===== src/rtl/dmem_access_unit.sv =====
// MEM-stage load/store unit: word-indexed RAM access, sub-word extraction/extension,
// 2-cycle read-modify-write for byte/half stores, exception checks, MEM/WB registers.
module dmem_access_unit #(
    parameter int DEPTH = 21,
    parameter int IDX_W = 5
) (
    input  logic        clk,
    input  logic        reset,
    input  logic        req_valid,
    input  logic        mem_read,
    input  logic        mem_write,
    input  logic [1:0]  size,
    input  logic        load_unsigned,
    input  logic [31:0] addr,
    input  logic [31:0] store_data,
    input  logic [4:0]  rd_in,
    input  logic        reg_write_in,
    output logic        stall,
    output logic [31:0] dmem_address,
    output logic [31:0] dmem_data_in,
    output logic        dmem_mem_write,
    output logic        dmem_mem_read,
    input  logic [31:0] dmem_data_out,
    output logic        wb_valid,
    output logic [31:0] wb_data,
    output logic [4:0]  rd_out,
    output logic        reg_write_out,
    output logic [1:0]  exc_code
);

    // state | meaning
    // IDLE  | accept a new request; loads, word stores and pass-through finish here
    // RMW   | second cycle of a byte/half store: write merged word back
    typedef enum logic {IDLE, RMW} state_t;

    localparam logic [1:0] SZ_BYTE = 2'b00;
    localparam logic [1:0] SZ_HALF = 2'b01;
    localparam logic [1:0] SZ_WORD = 2'b10;

    localparam logic [1:0] EXC_NONE  = 2'b00;
    localparam logic [1:0] EXC_ALIGN = 2'b01;
    localparam logic [1:0] EXC_RANGE = 2'b10;
    localparam logic [1:0] EXC_ILL   = 2'b11;

    state_t      state;
    logic [31:0] hold;

    logic        is_mem;
    logic        exc_ill;
    logic        exc_align;
    logic        exc_range;
    logic [1:0]  exc;
    logic        go;
    logic        sub_store;
    logic [31:0] merged;
    logic [31:0] load_val;
    logic [7:0]  byte_v;
    logic [15:0] half_v;

    assign is_mem    = mem_read | mem_write;
    assign exc_ill   = is_mem & ((mem_read & mem_write) | (size == 2'b11));
    assign exc_align = is_mem & (((size == SZ_HALF) & addr[0]) |
                                 ((size == SZ_WORD) & (addr[1:0] != 2'b00)));
    assign exc_range = is_mem & ({2'b00, addr[31:2]} >= 32'(DEPTH));

    always_comb begin
        exc = EXC_NONE;
        if (exc_ill)
            exc = EXC_ILL;
        else if (exc_align)
            exc = EXC_ALIGN;
        else if (exc_range)
            exc = EXC_RANGE;
    end

    assign go        = (state == IDLE) & req_valid & (exc == EXC_NONE);
    assign sub_store = mem_write & ~mem_read & (size != SZ_WORD);

    // Strobes and stall are gated by reset so nothing reaches the RAM while it is held.
    assign stall          = reset & go & sub_store;
    assign dmem_mem_read  = reset & go & (mem_read | sub_store);
    assign dmem_mem_write = reset & ((go & mem_write & ~sub_store) | (state == RMW));
    assign dmem_address   = {{(32-IDX_W){1'b0}}, addr[IDX_W+1:2]};
    assign dmem_data_in   = (state == RMW) ? merged : store_data;

    always_comb begin
        merged = hold;
        if (size == SZ_BYTE)
            merged[{addr[1:0], 3'b000} +: 8] = store_data[7:0];
        else
            merged[{addr[1], 4'b0000} +: 16] = store_data[15:0];
    end

    assign byte_v = dmem_data_out[{addr[1:0], 3'b000} +: 8];
    assign half_v = dmem_data_out[{addr[1], 4'b0000} +: 16];

    always_comb begin
        case (size)
            SZ_BYTE: load_val = load_unsigned ? {24'h0, byte_v} : {{24{byte_v[7]}}, byte_v};
            SZ_HALF: load_val = load_unsigned ? {16'h0, half_v} : {{16{half_v[15]}}, half_v};
            default: load_val = dmem_data_out;
        endcase
    end

    always_ff @(posedge clk or negedge reset) begin
        if (!reset) begin
            state         <= IDLE;
            hold          <= 32'h0;
            wb_valid      <= 1'b0;
            wb_data       <= 32'h0;
            rd_out        <= 5'h0;
            reg_write_out <= 1'b0;
            exc_code      <= EXC_NONE;
        end else begin
            case (state)
                IDLE: begin
                    if (!req_valid) begin
                        wb_valid      <= 1'b0;
                        reg_write_out <= 1'b0;
                        exc_code      <= EXC_NONE;
                    end else if (exc != EXC_NONE) begin
                        wb_valid      <= 1'b1;
                        wb_data       <= addr;
                        rd_out        <= rd_in;
                        reg_write_out <= 1'b0;
                        exc_code      <= exc;
                    end else if (sub_store) begin
                        hold          <= dmem_data_out;
                        state         <= RMW;
                        wb_valid      <= 1'b0;
                        reg_write_out <= 1'b0;
                        exc_code      <= EXC_NONE;
                    end else begin
                        wb_valid      <= 1'b1;
                        wb_data       <= mem_read ? load_val : addr;
                        rd_out        <= rd_in;
                        reg_write_out <= reg_write_in & ~mem_write;
                        exc_code      <= EXC_NONE;
                    end
                end
                RMW: begin
                    state         <= IDLE;
                    wb_valid      <= 1'b1;
                    wb_data       <= addr;
                    rd_out        <= rd_in;
                    reg_write_out <= 1'b0;
                    exc_code      <= EXC_NONE;
                end
                default: state <= IDLE;
            endcase
        end
    end

endmodule


===== config.mk =====
export PLATFORM = sky130hd
export DESIGN_NAME = dmem_access_unit
export DESIGN_NICKNAME = d
export VERILOG_FILES = /design/src/rtl/dmem_access_unit.sv
export SDC_FILE = /design/constraint.sdc
export NUM_CORES = 1
export LEC_CHECK = 0
export BUFFER_PORTS_ARGS = -buffer_cell sky130_fd_sc_hd__buf_2
export CORE_MARGIN = 5
export CORE_UTILIZATION = 43
export DETAILED_ROUTE_END_ITERATION = 16
export PLACE_DENSITY = 0.84
export SETUP_SLACK_MARGIN = 0.1
export SYNTH_ARGS = -nofsm -noshare
export SYNTH_HDL_FRONTEND = slang
export SYNTH_SLANG_ARGS = --single-unit

===== constraint.sdc =====
create_clock -name clk -period 2.86 [get_ports clk]
set_input_delay 0.572 -clock clk [delete_from_list [all_inputs] [get_ports clk]]
set_output_delay 0.572 -clock clk [all_outputs]
set_load 0.1 [all_outputs]

==> results of run 1 <==
power by group through the flow:
| stage | registers, W | logic (W) | clock network [W] |
|---|---|---|---|
| after global routing | 0.00113 | 0.00147 | 0.000999 |
| final | 0.00112 | 0.00142 | 0.000933 |
| after CTS | 0.00112 | 0.00140 | 0.000946 |
| after global placement | 0.00114 | 0.00138 | 0 |
| after detailed placement | 0.00114 | 0.00139 | 0 |
| after floorplan | 0.00152 | 0.000655 | 0 |
what timing repair did:
item,in CTS,in global routing
buffers inserted,0,4
setup endpoints to repair,27,18
endpoints found under the hold margin,0,0
resized for setup,12,10
pin swaps,3,7
final cells by class:
class / count / area (um^2) / share of cell area, %
Tap cell: 140 / 175.2 / 2.547
Timing Repair Buffer: 217 / 1753 / 25.49
Clock inverter: 4 / 73.82 / 1.073
Clock buffer: 12 / 155.1 / 2.256
Multi-Input combinational cell: 373 / 2809 / 40.84
Sequential cell: 74 / 1853 / 26.94
Inverter: 8 / 58.81 / 0.8550
stage by stage:
step           instance area (um^2)  hold slack, ns  setup WS (ns)
6_report                       6878          0.3078        0.09979
5_1_grt                        6878          0.3312        0.04449
4_1_cts                        6792          0.3095        0.09717
3_5_place_dp                   6529          0.4744        -0.1143
3_3_place_gp                   6529          0.4730       -0.08906
2_1_floorplan                  5057          0.2764        -0.1354
cell usage in the layout (no fill, tap or decap), types with 18 or more instances in the layout:
cell     synthesis  final
a21oi_1         85     64
a21oi_4          0     18
buf_12           0     40
buf_2           10    152
buf_4           32     24
conb_1           1     27
dfrtp_1         74     73
mux2_2          33     33
nor2_1          61     58
kinds of logic after synthesis:
group           count (synthesis)  synth area share (%)
fa+ha+maj                       6                 1.561
buf+inv                        74                 9.152
mux                            42                 10.36
flops                          74                 39.84
compound gates                192                 28.45
other cells                     1               0.08068
simple gates                  106                 10.55
worst paths after layout:
kind / from / slack, ns / cells past startpoint / endpoint
max in group asynchronous: reset / 2.19 / 2 / wb_data[8]
worst max-delay path: addr[0] / 0.1 / 9 / dmem_data_in[26]
worst min-delay path: reset / 0.31 / 2 / hold[1]
min in group clk: rd_in[3] / 0.45 / 2 / rd_out[3]
worst min register to register: wb_data[0] / 0.50 / 1 / wb_data[0]
worst max register to register: state / 1.06 / 5 / wb_data[11]
state kept, by name, summed over array words and instances, names as in the netlist:
signal,cells
exc_code,2
rd_out,5
reg_write_out,1
hold,32
wb_valid,1
wb_data,32
state,1
routing by layer:
layer  share of wire, %  track usage, %  vias to the layer above
met3                 11           6.684                       48
met1                 39           33.21                     2292
li1                   -               -                     2159
met2                 47           39.93                      330
met5              0.076               0                        -
met4                3.2           11.32                        2
==> results.tsv, run 1 <==
metric	value	unit
status	finished, final reports clean	
p_seq_share	32.3	%
yosys-top-cells-count	a21oi_1, dfrtp_1, nor2_1	
finClkSkew	0.01337	ns
cp_num_buf_inv	4	
rsz0062_at_grt	yes	
clockBufferDepth	2	
power_switching	0.001501	W
vias_per_cell	5.835	
synth_area	4648	um^2
hpwl	13240	um
irDropWorstVdd	0.0003916	V
finalHoldViolCount	0	
layout_min_cycle_time	2.760	ns
wl_per_cell	20.60	um
finalNetCount	798	
timing.final.crit_share	96.51	%
grt_pass1_vias	4802	
firstDrtPassIters	5	
p_comb_share	40.8	%
synthMostInstantiatedCell	a21oi_1	
clk_latency	0.35	ns
synth_top_area_share	39.84	%
gp_congestion	0.8646	
cts_hold_buffers	0	
design.die.area	12990	um^2
ys_ff_latch	74	
setup_viol	0	
critPathMaxStageDelay	0.33	ns
ios	218	
report.final.slew_viol_count	0	
maxSlewHeadroom	53.80	%
cts_tree	done	
grt_max_degree	56	
cp.required	2.29	ns
tightest_slew	0.6930	ns
p_per_area	505.6	nW/um^2
synth_cell_type_count	47	
ys.flop_type	dfrtp_1	
synth_enable_flop_cells	0	
grt_pass1_wl	26050	um
synth_area_per_cell	9.390	um^2
dp_cells	808	
async_flop_share	100.0	%
cts_buffers	9	
gr-total-overflow	0	
wirelength	17050	um
fin_util	64.29	%
crit_arrival	2.19	ns
htree_levels	3	
initialDrtViolationCount	566	
drv_cap	0	
crit_path_end_kind	primary output	
fill_cells	859	
crit_fanout	8	
setup_tns	0	ns
p_sw_share	43.15	%
path_class	input port to primary output	
ant_nets	0	
synthTopCellsByArea	dfrtp_1, a21oi_1, mux2_2, a22o_1, buf_4	
internal-power	0.001977	W
critical_path.top_delay_family	buffers and inverters	
pwr-share-clk	26.8	%
die_y	114.0	um
syn-instance-count	495	
clockRootBuffer	clkbuf_8	
cts.reportedPaths.clkPinSlew	0.08	ns
initial_core_util	43.45	%
core	10700	um^2
path_common_cell	buf_12	
drcViolationCount	0	
startpoint_type	input port	
cts_sinks	74	
rows	38	
power	0.003478	W
crit_slowest_cell	nor4_4	
hp-class	input port to asynchronous set/reset pin	
die_w	114.0	um
yosysTopAreaCell	dfrtp_1	
layout-drive-gt1-share	47.97	%
vias	4831	
p_leak	3.319	nW
synth-warning-count	0	
area_growth	47.97	%
yosysSeqAreaShare	39.84	%
layoutNonFillerInstCount	828	
port_buffers	190	
path_cells	buf_4 > inv_4 > ha_4 > nand2b_4 > nor4_4 > buf_12 > a222oi_1 > a21oi_4 > buf_12	
grt.total_usage	25.50	%
fmax	362.3	MHz
antennaDiodeCount	0	
grt_antenna_before_repair	1	
Note: power is estimated with default switching activity, not from simulation.
==> run 2: changes to the inputs <==
--- a/config.mk
+++ b/config.mk
@@ -6,7 +6,6 @@
 export NUM_CORES = 1
 export LEC_CHECK = 0
 export BUFFER_PORTS_ARGS = -buffer_cell sky130_fd_sc_hd__buf_2
-export CORE_MARGIN = 5
 export CORE_UTILIZATION = 43
 export DETAILED_ROUTE_END_ITERATION = 16
 export PLACE_DENSITY = 0.84
==> results.tsv, run 2 (synthesis results as in run 1) <==
metric	value	unit	change
status	finished, final reports clean		
area_growth	47.16	%	
firstDrtPassIters	5		unchanged
cts_sinks	74		unchanged
ant_nets	0		unchanged
core	10420	um^2	-2.6%
layout-drive-gt1-share	47.52	%	-0.44 points
clockBufferDepth	2		unchanged
port_buffers	190		unchanged
clockRootBuffer	clkbuf_8		
register_area	1853	um^2	unchanged
startpoint_type	input port		
path_class	input port to primary output		
rsz0062_at_grt	yes		
reg2reg_depth	6		+1
die_w	106.0	um	-7.0%
final_area	6840	um^2	-0.55%
gp_congestion	0.9366		+8.3%
multi_input_area	2794	um^2	-0.53%
tightest_slew	0.6953	ns	+0.002337 ns
initialDrtViolationCount	380		-33%
cts_tree	done		
placed_cell_area	6516	um^2	-0.19%
crit_arrival	2.17	ns	-0.02 ns
fmax	364.9	MHz	+0.71%
finalHoldViolCount	0		unchanged
maxSlewHeadroom	53.65	%	-0.16 points
pwr-share-clk	26.2	%	-0.6 points
gr-total-overflow	0		unchanged
top_regs	hold x32, wb_data x32, rd_out x5		
crit_fanout	6		-2
cts.reportedPaths.clkPinSlew	0.07	ns	about the same
p_per_area	501.1	nW/um^2	-0.89%
setup_viol	0		unchanged
htree_levels	3		unchanged
initial_core_util	44.62	%	+1.2 points
wl_per_cell	18.87	um	-8.4%
p_sw_share	43.17	%	about the same
internal-power	0.001948	W	-1.5%
cp.required	2.29	ns	about the same
rows	37		-2.6%
crit_path_end_kind	primary output		
antennaDiodeCount	0		unchanged
r2r_start	state		
dp_cells	803		-0.62%
p_comb_share	41.0	%	+0.2 points
ios	218		unchanged
layoutNonFillerInstCount	822		-0.72%
drcViolationCount	0		unchanged
wirelength	15510	um	-9.0%
cts_buffers	9		unchanged
hpwl	12180	um	-8.0%
cts_hold_buffers	0		unchanged
drv_cap	0		unchanged
grt_pass1_wl	24650	um	-5.4%
clk_latency	0.35	ns	about the same
grt_max_degree	59		+5.4%
vias	4735		-2.0%
timing.final.crit_share	95.83	%	-0.68 points
grt_antenna_before_repair	0		-1
layout_min_cycle_time	2.741	ns	-0.01955 ns
power_switching	0.001480	W	-1.4%
rrSetupSlack	1.03	ns	-0.03 ns
p_seq_share	32.8	%	+0.5 points
hold_ws	0.3025	ns	-0.005295 ns
fill_cells	821		-4.4%
final_cell_mix	buf_2, dfrtp_1, a21oi_1		
r2r_end	wb_data[3]		
vias_per_cell	5.760		-1.3%
report.final.slew_viol_count	0		unchanged
design.die.area	11230	um^2	-14%
die_y	106.0	um	-7.0%
hp-class	input port to asynchronous set/reset pin		
grt.total_usage	28.36	%	+2.9 points
finClkSkew	0.003416	ns	-0.009954 ns
finalNetCount	796		-0.25%
layout_commonest_cell	buf_2		
grt_pass1_vias	4729		-1.5%
p_leak	3.305	nW	-0.41%
irDropWorstVdd	0.0004913	V	+25%
[run 2: timing repair]
item / 4_1_cts / 5_1_grt
setup buffers: 2 / 1
pin swaps: 5 / 3
gates resized for setup: 15 / 6
endpoints found under the setup margin: 27 / 19
[run 2: per-stage QoR]
step / power, W / util [%] / setup slack (ns) / TNS (ns)
final: 0.003428 / 65.67 / 0.1193 / 0
after global routing: 0.003555 / 65.67 / 0.05967 / 0
after CTS: 0.003443 / 65.31 / 0.1051 / 0
after detailed placement: 0.002529 / 62.56 / -0.08595 / -0.5522
after global placement: 0.002513 / 62.56 / 0.008806 / 0
after floorplan: 0.002179 / - / -0.1354 / -1.314
[run 2: layer usage]
| metal | track usage [%] | up-vias | routed length, um |
|---|---|---|---|
| met1 | 35.32 | 2293 | 6279 |
| li1 | - | 2153 | - |
| met4 | 12.30 | 0 | 452 |
| met5 | 0 | - | 0 |
| met3 | 7.051 | 35 | 1305 |
| met2 | 46.73 | 254 | 7473 |
[run 2: worst max-delay path by stage]
stage / start / end
after floorplan: size[1] / dmem_data_in[16]
after global placement: addr[1] / dmem_data_in[28]
after detailed placement: addr[1] / dmem_data_in[30]
after CTS: addr[0] / dmem_data_in[27]
after global routing: addr[0] / dmem_mem_read
final: addr[0] / dmem_mem_write
[run 2: power by group through the flow]
stage / Sequential [W] / Clock [W] / Combinational [W]
floorplan: 0.00152 / 0 / 0.000655
global placement: 0.00114 / 0 / 0.00137
detailed placement: 0.00114 / 0 / 0.00139
CTS: 0.00112 / 0.000920 / 0.00140
global route: 0.00113 / 0.000966 / 0.00146
finish: 0.00112 / 0.000898 / 0.00141
[run 2: layout make-up]
type,count,share of cell area (%)
tap,136,2.488
sequential,74,27.09
clock inverter,5,1.134
inverter,8,0.8597
timing repair buffer,215,25.52
clock buffer,11,2.067
multi-input combinational,373,40.85
[run 2: worst max-delay path: stages]
cell     delay, ns
buf_6         0.10
inv_4         0.07
ha_2          0.30
nor2b_1       0.08
o22ai_1       0.21
and3_2        0.31
a31oi_1       0.15
nor2b_4       0.17
buf_12        0.18
==> run 3: changes to the inputs <==
==> constraint.sdc (replaced) <==
create_clock -name clk -period 2.86 [get_ports clk]
set_input_delay 0.143 -clock clk [delete_from_list [all_inputs] [get_ports clk]]
set_output_delay 0.143 -clock clk [all_outputs]
set_load 0.1 [all_outputs]
==> results.tsv, run 3 (synthesis results as in run 1) <==
metric	value	unit	change
power	0.003614	W	+5.4%
hpwl	12420	um	+1.9%
layout_min_cycle_time	2.421	ns	-0.3196 ns
hold_end	rd_out[2]		
fmax	413.0	MHz	+13%
final_cell_mix	buf_2, dfrtp_1, a21oi_1		
critical_path.top_delay_family	compound AO/OA/AOI/OAI gates		
clockRootBuffer	clkbuf_8		
r2r_start	state		
setup_tns	0	ns	unchanged
r2r_end	wb_data[18]		
startpoint_type	input port		
path_class	input port to primary output		
vias_per_cell	5.835		+1.3%
wirelength	15780	um	+1.7%
cts.reportedPaths.clkPinSlew	0.08	ns	about the same
ant_nets	0		unchanged
cp_num_buf_inv	4		+1
finClkSkew	0.005698	ns	+0.002282 ns
cts_hold_buffers	1		+1
fin_util	61.72	%	-4.0 points
rows	37		unchanged
gp_congestion	0.9602		+2.5%
die_w	106.0	um	unchanged
rrSetupSlack	0.84	ns	-0.19 ns
setup_viol	0		unchanged
placed_cell_area	6133	um^2	-5.9%
worstHoldStart	rd_in[2]		
htree_levels	3		unchanged
firstDrtPassIters	5		unchanged
report.final.slew_viol_count	0		unchanged
vias	4732		-0.063%
irDropWorstVdd	0.0003662	V	-25%
layout_commonest_cell	buf_2		
drcViolationCount	0		unchanged
grt_max_degree	42		-29%
status	finished, final reports clean		
crit_fanout	17		+11
clockBufferDepth	2		unchanged
hp-class	input port to register		
crit_path_end_kind	primary output		
cts_tree	done		
p_leak	3.196	nW	-3.3%
core	10420	um^2	unchanged
cts_sinks	74		unchanged
initialDrtViolationCount	420		+11%
design.die.area	11230	um^2	unchanged
whs_path_depth	2		
fin_ws	0.4389	ns	+0.3196 ns
ctsResizeCount	0		-15
wl_per_cell	19.46	um	+3.1%
path_cells	buf_2 > nor2_1 > buf_4 > nor2_1 > buf_4 > a21oi_1 > a222oi_1 > a21oi_2 > buf_12		
p_per_area	562.2	nW/um^2	+12%
post_cts_buffers	0		-2
rsz0062_at_grt	no		
antennaDiodeCount	0		unchanged
top_regs	hold x32, wb_data x32, rd_out x5		
ios	218		unchanged
port_buffers	190		unchanged
crit_slowest_cell	a21oi_1		
finalHoldViolCount	0		unchanged
finalNetCount	785		-1.4%
initial_core_util	44.62	%	unchanged
die_y	106.0	um	unchanged
layout-drive-gt1-share	42.07	%	-5.4 points
cts_buffers	9		unchanged
grt.total_usage	28.39	%	+0.034 points
grt_pass1_wl	24470	um	-0.70%
critPathMaxStageDelay	0.64	ns	+0.33 ns
gr-total-overflow	0		unchanged
area_growth	38.30	%	
clk_latency	0.36	ns	about the same
maxSlewHeadroom	31.58	%	-22 points
cp.required	2.72	ns	+0.43 ns
crit_arrival	2.28	ns	+0.11 ns
timing.final.crit_share	84.65	%	-11 points
reg2reg_depth	5		-1
drv_cap	0		unchanged
final_area	6429	um^2	-6.0%
grt_antenna_before_repair	0		unchanged
grt_pass1_vias	4640		-1.9%
tightest_slew	1.024	ns	+0.3287 ns
dp_slack	0.4354	ns	+0.5214 ns
==> run 3: cell count changes in the layout (fill, tap and decap cells not counted), sizes merged <==
cell | before | now
buf | 215 | 203
bufinv | 2 | 4
clkinvlp | 1 | 0
dlygate4sd3 | 0 | 1
clkbuf | 11 | 12
clkinv | 3 | 1
==> run 3: routing by layer <==
layer  global-route usage [%]  part of all wire, %  up-vias
met2                    46.83                   48      311
met5                        0                    0        -
li1                         -                    -     2134
met3                    6.131                  9.6       41
met4                    11.71                  3.1        0
met1                    36.16                   39     2246
==> run 3: worst max path at each step <==
stage	from	to	cells after the start
6_report	size[0]	dmem_data_in[26]	9
5_1_grt	size[0]	dmem_data_in[26]	9
4_1_cts	size[0]	dmem_data_in[26]	9
3_5_place_dp	addr[1]	wb_data[2]	10
3_3_place_gp	addr[17]	dmem_mem_read	8
2_1_floorplan	addr[1]	dmem_data_in[24]	7
==> run 3: worst register-to-register path, delay by kind of cell, from the launching register on <==
family / cells / cell delay [ns]
compound gates: 2 / 0.94
buf+inv: 1 / 0.38
simple gates: 2 / 0.18
flops: 1 / 0.45
==> run 3: metrics by stage <==
stage	cells	hold slack, ns
floorplan	521	-0.1526
global placement	794	0.1017
detailed placement	794	0.1131
CTS	811	0.006117
global route	811	0.01599
finish	811	0.01464
==> run 3: cell type report <==
cell class	count	area [um^2]
Sequential cell	74	1853
Tap cell	136	170.2
Clock buffer	12	165.2
Multi-Input combinational cell	373	2549
Clock inverter	4	120.1
Timing Repair Buffer	204	1541
Fill cell	859	3988
Inverter	8	30.03
==> run 3: power breakdown <==
group | internal [W] | leakage (nW) | switching, W
Combinational | 0.000307 | 2.13 | 0.00105
Sequential | 0.00110 | 0.926 | 0.0000260
Clock | 0.000740 | 0.143 | 0.000394
